File: src/rtl/boolean_pkg.sv
// ============================================================================
// Module      : boolean_pkg
// Description : Shared types and elaboration helpers for the boolean sweeper.
// Revision    : 1.0 - initial release
// ============================================================================
`default_nettype none

package boolean_pkg;

    typedef enum logic [1:0] {
        IDLE  = 2'd0,
        DRIVE = 2'd1,
        DONE  = 2'd2
    } state_t;

    function automatic int table_width(input int n_in, input int n_out);
        return (1 << n_in) * n_out;
    endfunction

    function automatic bit params_legal(input int n_in, input int n_out, input int dwell);
        return (n_in >= 1) && (n_in <= 16) && (n_out >= 1) && (n_out <= 8) && (dwell >= 1);
    endfunction

endpackage

`default_nettype wire

File: src/rtl/boolean_dwell_timer.sv
// ============================================================================
// Module      : boolean_dwell_timer
// Description : Counts DWELL enabled cycles and pulses tc on the last of them.
// Revision    : 1.0 - initial release
// ============================================================================
`default_nettype none

module boolean_dwell_timer #(
    parameter int DWELL = 1
) (
    input  logic clk,
    input  logic rst_n,
    input  logic clr,
    input  logic en,
    output logic tc
);

    localparam int                 c_CNT_W = $clog2(DWELL + 1);
    localparam logic [c_CNT_W-1:0] c_LAST  = c_CNT_W'(DWELL - 1);
    localparam logic [c_CNT_W-1:0] c_ONE   = c_CNT_W'(1);

    logic [c_CNT_W-1:0] r_cnt;

    assign tc = en && (r_cnt == c_LAST);

    always_ff @(posedge clk or negedge rst_n) begin
        if (!rst_n) begin
            r_cnt <= '0;
        end else if (clr || tc) begin
            r_cnt <= '0;
        end else if (en) begin
            r_cnt <= r_cnt + c_ONE;
        end
    end

endmodule

`default_nettype wire

File: src/rtl/boolean_sweeper.sv
// ============================================================================
// Module      : boolean_sweeper
// Description : Exhaustive input sweep of a combinational function, capturing
//               its truth table and comparing it against an expected table.
// Revision    : 1.0 - initial release
// ============================================================================
`default_nettype none

module boolean_sweeper
    import boolean_pkg::*;
#(
    parameter int N_IN  = 3,
    parameter int N_OUT = 1,
    parameter int DWELL = 1
) (
    input  logic                                clk,
    input  logic                                rst_n,
    input  logic                                start,
    input  logic                                stop,
    input  logic                                mode_cont,
    input  logic [table_width(N_IN, N_OUT)-1:0] expected,
    input  logic [N_OUT-1:0]                    f_in,
    output logic [N_IN-1:0]                     vec_out,
    output logic                                busy,
    output logic                                done,
    output logic [table_width(N_IN, N_OUT)-1:0] table_out,
    output logic                                mismatch,
    output logic [N_IN-1:0]                     first_fail
);

    localparam int              c_TBL_W    = table_width(N_IN, N_OUT);
    localparam int              c_BASE_W   = $clog2(c_TBL_W);
    localparam logic [N_IN:0]   c_LAST_IDX = (N_IN + 1)'((1 << N_IN) - 1);
    localparam logic [N_IN:0]   c_IDX_ONE  = (N_IN + 1)'(1);

    if (!params_legal(N_IN, N_OUT, DWELL)) begin : g_bad_params
        $error("boolean_sweeper: parameters out of legal range");
    end

    state_t               r_state;
    logic [N_IN:0]        r_idx;
    logic [c_TBL_W-1:0]   r_work_table;
    logic                 r_work_mismatch;
    logic [N_IN-1:0]      r_work_ff;

    logic [N_IN-1:0]      r_vec_out;
    logic                 r_busy;
    logic                 r_done;
    logic [c_TBL_W-1:0]   r_table_out;
    logic                 r_mismatch;
    logic [N_IN-1:0]      r_first_fail;

    logic                 w_tc;
    logic                 w_timer_clr;
    logic                 w_begin;
    logic                 w_last;
    logic                 w_diff;
    logic                 w_mm_next;
    logic [N_IN-1:0]      w_ff_next;
    logic [N_IN:0]        w_idx_inc;
    logic [c_BASE_W-1:0]  w_base;
    logic [c_TBL_W-1:0]   w_table_next;

    assign w_timer_clr = (r_state != DRIVE) || stop;

    boolean_dwell_timer #(
        .DWELL (DWELL)
    ) u_dwell_timer (
        .clk   (clk),
        .rst_n (rst_n),
        .clr   (w_timer_clr),
        .en    (r_state == DRIVE),
        .tc    (w_tc)
    );

    // Base is formed at 32 bits, then narrowed; the largest base always fits.
    assign w_base    = c_BASE_W'(32'(r_idx) * N_OUT);
    assign w_last    = (r_idx == c_LAST_IDX);
    assign w_idx_inc = r_idx + c_IDX_ONE;
    assign w_begin   = !stop && (((r_state == IDLE) && start) ||
                                 ((r_state == DONE) && mode_cont));

    // Next work state including the vector captured this cycle, so the final
    // capture can be published on the same edge.
    always_comb begin
        w_table_next                   = r_work_table;
        w_table_next[w_base +: N_OUT]  = f_in;
        w_diff                         = (f_in != expected[w_base +: N_OUT]);
        w_mm_next                      = r_work_mismatch || w_diff;
        w_ff_next                      = (!r_work_mismatch && w_diff) ? r_idx[N_IN-1:0] : r_work_ff;
    end

    always_ff @(posedge clk or negedge rst_n) begin
        if (!rst_n) begin
            r_state         <= IDLE;
            r_idx           <= '0;
            r_work_table    <= '0;
            r_work_mismatch <= 1'b0;
            r_work_ff       <= '0;
            r_vec_out       <= '0;
            r_busy          <= 1'b0;
            r_done          <= 1'b0;
            r_table_out     <= '0;
            r_mismatch      <= 1'b0;
            r_first_fail    <= '0;
        end else begin
            r_done <= 1'b0;
            if (w_begin) begin
                r_state         <= DRIVE;
                r_idx           <= '0;
                r_vec_out       <= '0;
                r_busy          <= 1'b1;
                r_work_table    <= '0;
                r_work_mismatch <= 1'b0;
                r_work_ff       <= '0;
            end else if (stop || (r_state != DRIVE)) begin
                r_state   <= IDLE;
                r_vec_out <= '0;
                r_busy    <= 1'b0;
            end else if (w_tc) begin
                r_work_table    <= w_table_next;
                r_work_mismatch <= w_mm_next;
                r_work_ff       <= w_ff_next;
                if (w_last) begin
                    r_state      <= DONE;
                    r_busy       <= 1'b0;
                    r_done       <= 1'b1;
                    r_table_out  <= w_table_next;
                    r_mismatch   <= w_mm_next;
                    r_first_fail <= w_ff_next;
                end else begin
                    r_idx     <= w_idx_inc;
                    r_vec_out <= w_idx_inc[N_IN-1:0];
                end
            end
        end
    end

    assign vec_out    = r_vec_out;
    assign busy       = r_busy;
    assign done       = r_done;
    assign table_out  = r_table_out;
    assign mismatch   = r_mismatch;
    assign first_fail = r_first_fail;

endmodule

`default_nettype wire

File: config.mk
export PLATFORM = sky130hd
export DESIGN_NAME = boolean_sweeper
export DESIGN_NICKNAME = d
export VERILOG_FILES = /design/src/rtl/boolean_pkg.sv /design/src/rtl/boolean_dwell_timer.sv /design/src/rtl/boolean_sweeper.sv
export SDC_FILE = /design/constraint.sdc
export NUM_CORES = 1
export LEC_CHECK = 0
export BUFFER_PORTS_ARGS = -buffer_cell sky130_fd_sc_hd__buf_2
export CAP_MARGIN = 5
export CORE_MARGIN = 2
export CORE_UTILIZATION = 45
export CTS_CLUSTER_DIAMETER = 150
export DETAILED_ROUTE_END_ITERATION = 12
export PLACE_DENSITY_LB_ADDON = 0.05
export SETUP_SLACK_MARGIN = 0.2
export SYNTH_ARGS = -nofsm -noshare
export SYNTH_HDL_FRONTEND = slang
export SYNTH_SLANG_ARGS = --single-unit
export TNS_END_PERCENT = 100
File: constraint.sdc
create_clock -name clk -period 2.6 [get_ports clk]
set_input_delay 0.39 -clock clk [delete_from_list [all_inputs] [get_ports clk]]
set_output_delay 0.39 -clock clk [all_outputs]
set_load 0.01 [all_outputs]
==> run_results.csv, run 1 <==
group,metric,value,unit
job,drv_cap,0,
synth,yosysSeqAreaShare,46.89,%
clock_network,cts_tree,"done",
die,die_w,68.43,µm
synth,ys_warn_count,0,
worst_setup_path,end_kind,"register",
global_route,grt_max_degree,36,
sta,whs,0.1747,ns
finish,fin_nets,239,
die,rows,23,
synth,synth_simple_gate_area_share,20.43,%
place,io_buffers,30,
global_route,grt-ovfl-total,0,
clock_network,cts_hold_buffers,0,
sta,max_freq,0.4788,GHz
route,wl_per_cell,14.44,µm
clock_network,cts_buffer_depth,2,
sta,slew_headroom,47.29,%
clock_network,cts_max_level,2,
sta,worst_slew_pin_slew,0.7906,ns
route,first_iter_violations,99,
sta,fin_setup_tns,0,ns
synth,yosys-mux-area-fraction,5.894,%
place,dp_slack,0.5238,ns
worst_setup_path,cp.required,2.76,ns
worst_setup_path,critPathArrivalTime,2.25,ns
pwr,total_power,0.001406,W
clock_network,cts_setup_buffers,0,
synth,synth_top_area_share,46.89,%
min_path,hold_class,"in2async",
finish,area_delta_synth_final,15.54,%
sta,finalSetupViolCount,0,
route,totalWireLength,3928,µm
worst_setup_path,cpMaxStageDelayCell,"or4b_1",
worst_setup_path,critPathTopFamily,"simple AND/OR/NAND/NOR gates",
route,viasPerCell,5.217,
synth,synth_edf_count,0,
route,ant_nets,0,
pwr,peakVddDrop,386.2,µV
pwr,p_per_area,651.5,nW/µm²
place,gp_congestion,0.8194,
sta,timing.final.crit_share,80.33,%
global_route,grt_pass1_vias,1457,
clock_network,cts_resized,0,
synth,async_flop_share,100.0,%
worst_setup_path,crit_path_frequent_cell,"a21oi_1",
synth,yosysMostFrequentCell,"dfrtp_1",
synth,syn_area_per_cell,9.990,µm²
clock_network,cts-root-buf,"clkbuf_8",
synth,synth_top_family_by_area,"simple AND/OR/NAND/NOR gates",
sta,min_period,2.089,ns
worst_setup_path,path_cells,"inv_1, ha_1, or4b_1, a21oi_1, a21oi_1",
die,start_util,46.70,%
worst_setup_path,crit_path_start_kind,"register",
finish,drive_above_1_share,23.87,%
clock_network,worstSkewPairLatency,0.29,ns
synth,syn_nets,205,
finish,fin_util,53.96,%
clock_network,cts_made_buffers,5,
worst_setup_path,crit_path_max_incr_delay,0.58,ns
die,design.die.area,4683,µm²
die,design.portCount,31,
die,design.core.area,4000,µm²
sta,setup_ws,0.5114,ns
worst_setup_path,path_buf_inv,1,
finish,antenna_cells,0,
synth,yosys.area_share.xor_xnor,2.344,%
sta,skew,0.004436,ns
sta,rsz0062_at_grt,"no",
synth,synth_cell_types,41,
route,drcViolationCount,0,
synth,synth_area,1868,µm²
synth,ys_seq_elements,35,
synth,synth_cells,187,
sta,finalHoldViolCount,0,
place,post-dp-hpwl,2891,µm
synth,synth_top_area_cell,"dfrtp_1",
route,vias,1419,
die,die_height,68.43,µm
sta,drv_slew,0,
synth,synth_compound_area_share,15.61,%
clock_network,path_clk_slew,0.07,ns
pwr,p_leak,1.022,nW
synth,ys.flop_type,"dfrtp_1",
global_route,antenna_found_initial,0,
clock_network,cts.sinks,35,
global_route,grt_use_total,19.92,%
worst_setup_path,cp_max_fo,11,
outcome,status,"complete, no violations",
synth,synthAdderAreaFrac,2.679,%
worst_setup_path,critPathKind,"reg2reg",
route,first_pass_iters,4,
synth,synth.area.top_cells,"dfrtp_1, nor2_1, mux2i_1, a21oi_1, ha_1",
synth,synth_common_cells,"dfrtp_1, nor2_1, a21oi_1",
global_route,grt_pass1_wl,6879,µm
## logic make-up after synthesis
logic type | count (synthesis)
compound gates | 43
xor+xnor | 5
buf+inv | 17
simple gates | 71
other cells | 1
fa+ha+maj | 4
mux | 11
flops | 35
## routing by layer
metal	GRT usage [%]	wire [µm]	part of all wire [%]	vias to the layer above
li1	-	-	-	724
met1	25.52	1832	47	665
met2	32.93	1912	49	25
met3	5.099	147	3.7	5
met4	6.000	36	0.92	0
met5	0	0	0	-
## cell type report
type / count / area (µm²)
Timing Repair Buffer: 35 / 187.7
Clock inverter: 2 / 35.03
Clock buffer: 6 / 82.58
Inverter: 9 / 33.78
Fill cell: 388 / 1842
Tap cell: 50 / 62.56
Multi-Input combinational cell: 135 / 880.8
Sequential cell: 35 / 875.8
## flip-flops by register name, summed over array words and instances, names as in the netlist
name and cells:
r_work_ff 3, u_dwell_timer.r_cnt 1, r_work_table 8, mismatch 1, r_work_mismatch 1, first_fail 3, r_state 2, r_idx 4
vec_out 3, done 1, table_out 8
## cells in the final DEF, fill, tap and decap left out, drive strengths merged, types with 2 or more instances in the layout
cell type	n
clkbuf	6
a21oi	18
nand2b	4
or2	2
o31ai	2
nand2	9
buf	35
nor3	3
nand3b	4
dfrtp	35
nor2	32
a31oi	4
o22ai	5
a32o	3
ha	4
or3b	2
nand3	5
or3	2
nor4	2
mux2i	11
xnor2	5
o21ai	8
inv	9
## final timing paths
path | startpoint | endpoint | slack [ns] | depth (start not counted)
hold / removal | rst_n | r_work_ff[1] | 0.17 | 1
setup / recovery | r_idx[2] | table_out[6] | 0.51 | 5
hold reg to reg | r_work_table[0] | r_work_table[0] | 0.49 | 2
min in group clk | stop | vec_out[2] | 0.46 | 3
setup reg to reg | r_idx[2] | table_out[6] | 0.51 | 5
max in group asynchronous | rst_n | vec_out[1] | 1.91 | 1
## power by group
part	internal (W)	switching (W)	leakage, nW
clock network	0.000310	0.000195	0.0612
registers	0.000565	0.0000176	0.483
logic	0.000128	0.000190	0.478
## through the flow
step                      std cells  area (µm²)
after floorplan                 187        1868
after global placement          264        2041
after detailed placement        264        2041
after CTS                       272        2158
after global routing            272        2158
final                           272        2158
## worst register-to-register path, delay by kind of cell (launching register included)
| family | cells | cell delay, ns |
|---|---|---|
| and+or+nand+nor | 1 | 0.58 |
| DFF | 1 | 0.57 |
| adders and majority gates | 1 | 0.38 |
| AOI/OAI and AO/OA | 2 | 0.26 |
| buffers and inverters | 1 | 0.16 |
(Power assumes the default switching activity.)
==> run 2: changes to the inputs <==
==> constraint.sdc (replaced) <==
create_clock -name clk -period 1.8 [get_ports clk]
set_input_delay 0.27 -clock clk [delete_from_list [all_inputs] [get_ports clk]]
set_output_delay 0.27 -clock clk [all_outputs]
set_load 0.01 [all_outputs]
==> run 2 against run 1 <==
  * The run now ends with negative setup slack left
  * Count of clock-buffer cells in the layout fell by 1
  * Final area rose by 35%
  * Worst setup slack worse by 0.54 ns
  * Flip-flop and latch count is the same
  * Global-route usage is 2.1 points higher
  * Combinational power increased to 2.7 times the previous value
  * Largest power group is now combinational cells
==> run_results.csv, run 2 (synthesis results as in run 1) <==
group,metric,value,unit
outcome,status,"finished, violations left",
outcome,violations,"negative setup slack",
worst_setup_path,crit_path_max_incr_delay,0.57,ns
die,die_height,68.43,µm
die,design.die.area,4683,µm²
worst_setup_path,path_cells,"inv_2, ha_4, ha_4, or4b_4, a21oi_2, a21oi_1",
clock_network,cts_max_level,2,
global_route,grt-ovfl-total,0,
pwr,total_power,0.002434,W
clock_network,cts_made_buffers,5,
route,drcViolationCount,0,
clock_network,cts_buffer_depth,2,
finish,fillCellCount,287,
die,start_util,46.70,%
finish,regArea,878.3,µm²
die,die_w,68.43,µm
pwr,p_per_area,836.2,nW/µm²
sta,min_period,1.825,ns
global_route,grt_pass1_vias,1610,
worst_setup_path,cp_max_fo,4,
clock_network,cts.sinks,35,
sta,skew,0.006167,ns
worst_setup_path,worstReg2RegEnd,"table_out[6]",
sta,finalHoldViolCount,0,
route,wl_per_cell,15.72,µm
clock_network,cts-root-buf,"clkbuf_8",
worst_setup_path,cp.required,1.98,ns
pwr,peakVddDrop,599.4,µV
job,drv_cap,0,
route,totalWireLength,4921,µm
global_route,grt_pass1_wl,7472,µm
worst_setup_path,r2r_slack,-0.03,ns
min_path,hold_class,"in2reg",
clock_network,path_clk_slew,0.08,ns
finish,fin_nets,280,
route,first_iter_violations,105,
finish,final_cell_mix,"dfrtp_1, buf_2, buf_4, nor2_1, buf_6",
sta,fin_setup_tns,-0.05897,ns
clock_network,worstSkewPairLatency,0.29,ns
sta,setup_ws,-0.02543,ns
finish,design_area,2910,µm²
finish,instances_no_fill,313,
global_route,grt_max_degree,36,
route,vias,1684,
sta,drv_slew,0,
place,io_buffers,30,
global_route,antenna_found_initial,0,
route,ant_nets,0,
place,placed_area,2255,µm²
sta,timing.final.crit_share,101.4,%
place,gp_congestion,0.8351,
sta,max_freq,0.5478,GHz
sta,finalSetupViolCount,7,
finish,antenna_cells,0,
worst_setup_path,crit_path_frequent_cell,"ha_4",
place,post-dp-hpwl,3024,µm
sta,rsz0062_at_grt,"yes",
worst_setup_path,end_kind,"register",
worst_setup_path,critPathArrivalTime,2.01,ns
worst_setup_path,cpMaxStageDelayCell,"or4b_4",
worst_setup_path,rr_worst_depth,6,
sta,whs,0.4049,ns
global_route,grt_use_total,21.99,%
worst_setup_path,reg2reg_from,"r_idx[1]",
min_path,hp-start,"f_in",
finish,drive_above_1_share,57.41,%
worst_setup_path,critPathKind,"reg2reg",
route,viasPerCell,5.380,
route,first_pass_iters,4,
finish,multi_input_area,1195,µm²
min_path,hold_path_depth,3,
min_path,hold_end,"table_out[2]",
clock_network,cts_tree,"done",
worst_setup_path,crit_path_start_kind,"register",
pwr,p_leak,1.334,nW
finish,area_delta_synth_final,55.79,%
die,design.portCount,31,
die,rows,23,
finish,layout_commonest_cell,"dfrtp_1",
die,design.core.area,4000,µm²
place,dp.cells,279,
[run 2: cell count changes in the layout (fill, tap and decap cells not counted), moves of 4 or more]
cell,before,now
a21oi_1,18,5
o21ai_1,0,4
buf_4,5,26
a21oi_2,0,13
nor2_1,31,17
ha_4,0,4
nor2_2,0,7
nor2_4,0,7
ha_1,4,0
buf_6,0,14
nand3_1,5,1
o21ai_0,8,3
[run 2: worst max path at each step]
| stage | startpoint | end | slack [ns] | cells after the start |
|---|---|---|---|---|
| after floorplan | r_idx[0] | r_work_table[6] | -0.01 | 7 |
| after global placement | r_idx[0] | table_out[6] | 0.03 | 7 |
| after detailed placement | r_idx[1] | first_fail[1] | -0.09 | 6 |
| after CTS | r_idx[1] | r_work_ff[2] | 0.02 | 7 |
| after global routing | r_idx[1] | table_out[0] | -0.10 | 11 |
| final | r_idx[1] | table_out[6] | -0.03 | 6 |
[run 2: layout make-up]
cell class | count | area share, %
inverters | 9 | 1.333
repair buffers | 76 | 21.41
well taps | 50 | 2.150
clock buffers | 5 | 2.365
flip-flops and latches | 35 | 30.18
clock inverters | 3 | 1.505
multi-input cells | 135 | 41.06
[run 2: layer usage]
metal  vias up  wire (µm)  global-route usage [%]
li1        807          -                       -
met1       822       2012                   25.44
met2        41       2599                   38.82
met3        14        199                   5.099
met4         0        109                   8.750
met5         -          0                       0
[run 2: per-stage QoR]
stage,worst slack [ns],utilization [%]
floorplan,-0.01239,-
global placement,0.02845,56.37
detailed placement,-0.08903,56.37
CTS,0.02072,65.62
global route,-0.1032,72.76
finish,-0.02543,72.76
[run 2: where the power goes]
group	switching, W	internal (W)	total, W
registers	0.0000361	0.000817	0.000853
logic	0.000433	0.000437	0.000870
clock network	0.000298	0.000412	0.000711
total	0.000767	0.00167	0.00243
[run 2: critical path, delay by kind of cell, from the launching register on]
family	cells	cell delay [ns]
AO/OA/AOI/OAI	2	0.24
adder cells (fa/ha/maj)	2	0.41
buffers and inverters	1	0.08
flip-flops	1	0.42
AND/OR/NAND/NOR	1	0.57
[run 2: what timing repair did]
action / CTS / global route
buffers inserted: 14 / 9
cloned: 0 / 2
setup endpoints to repair: 26 / 33
hold buffers: 1 / 0
endpoints found under the hold margin: 35 / 0
pin swaps: 27 / 14
gates resized for setup: 37 / 42
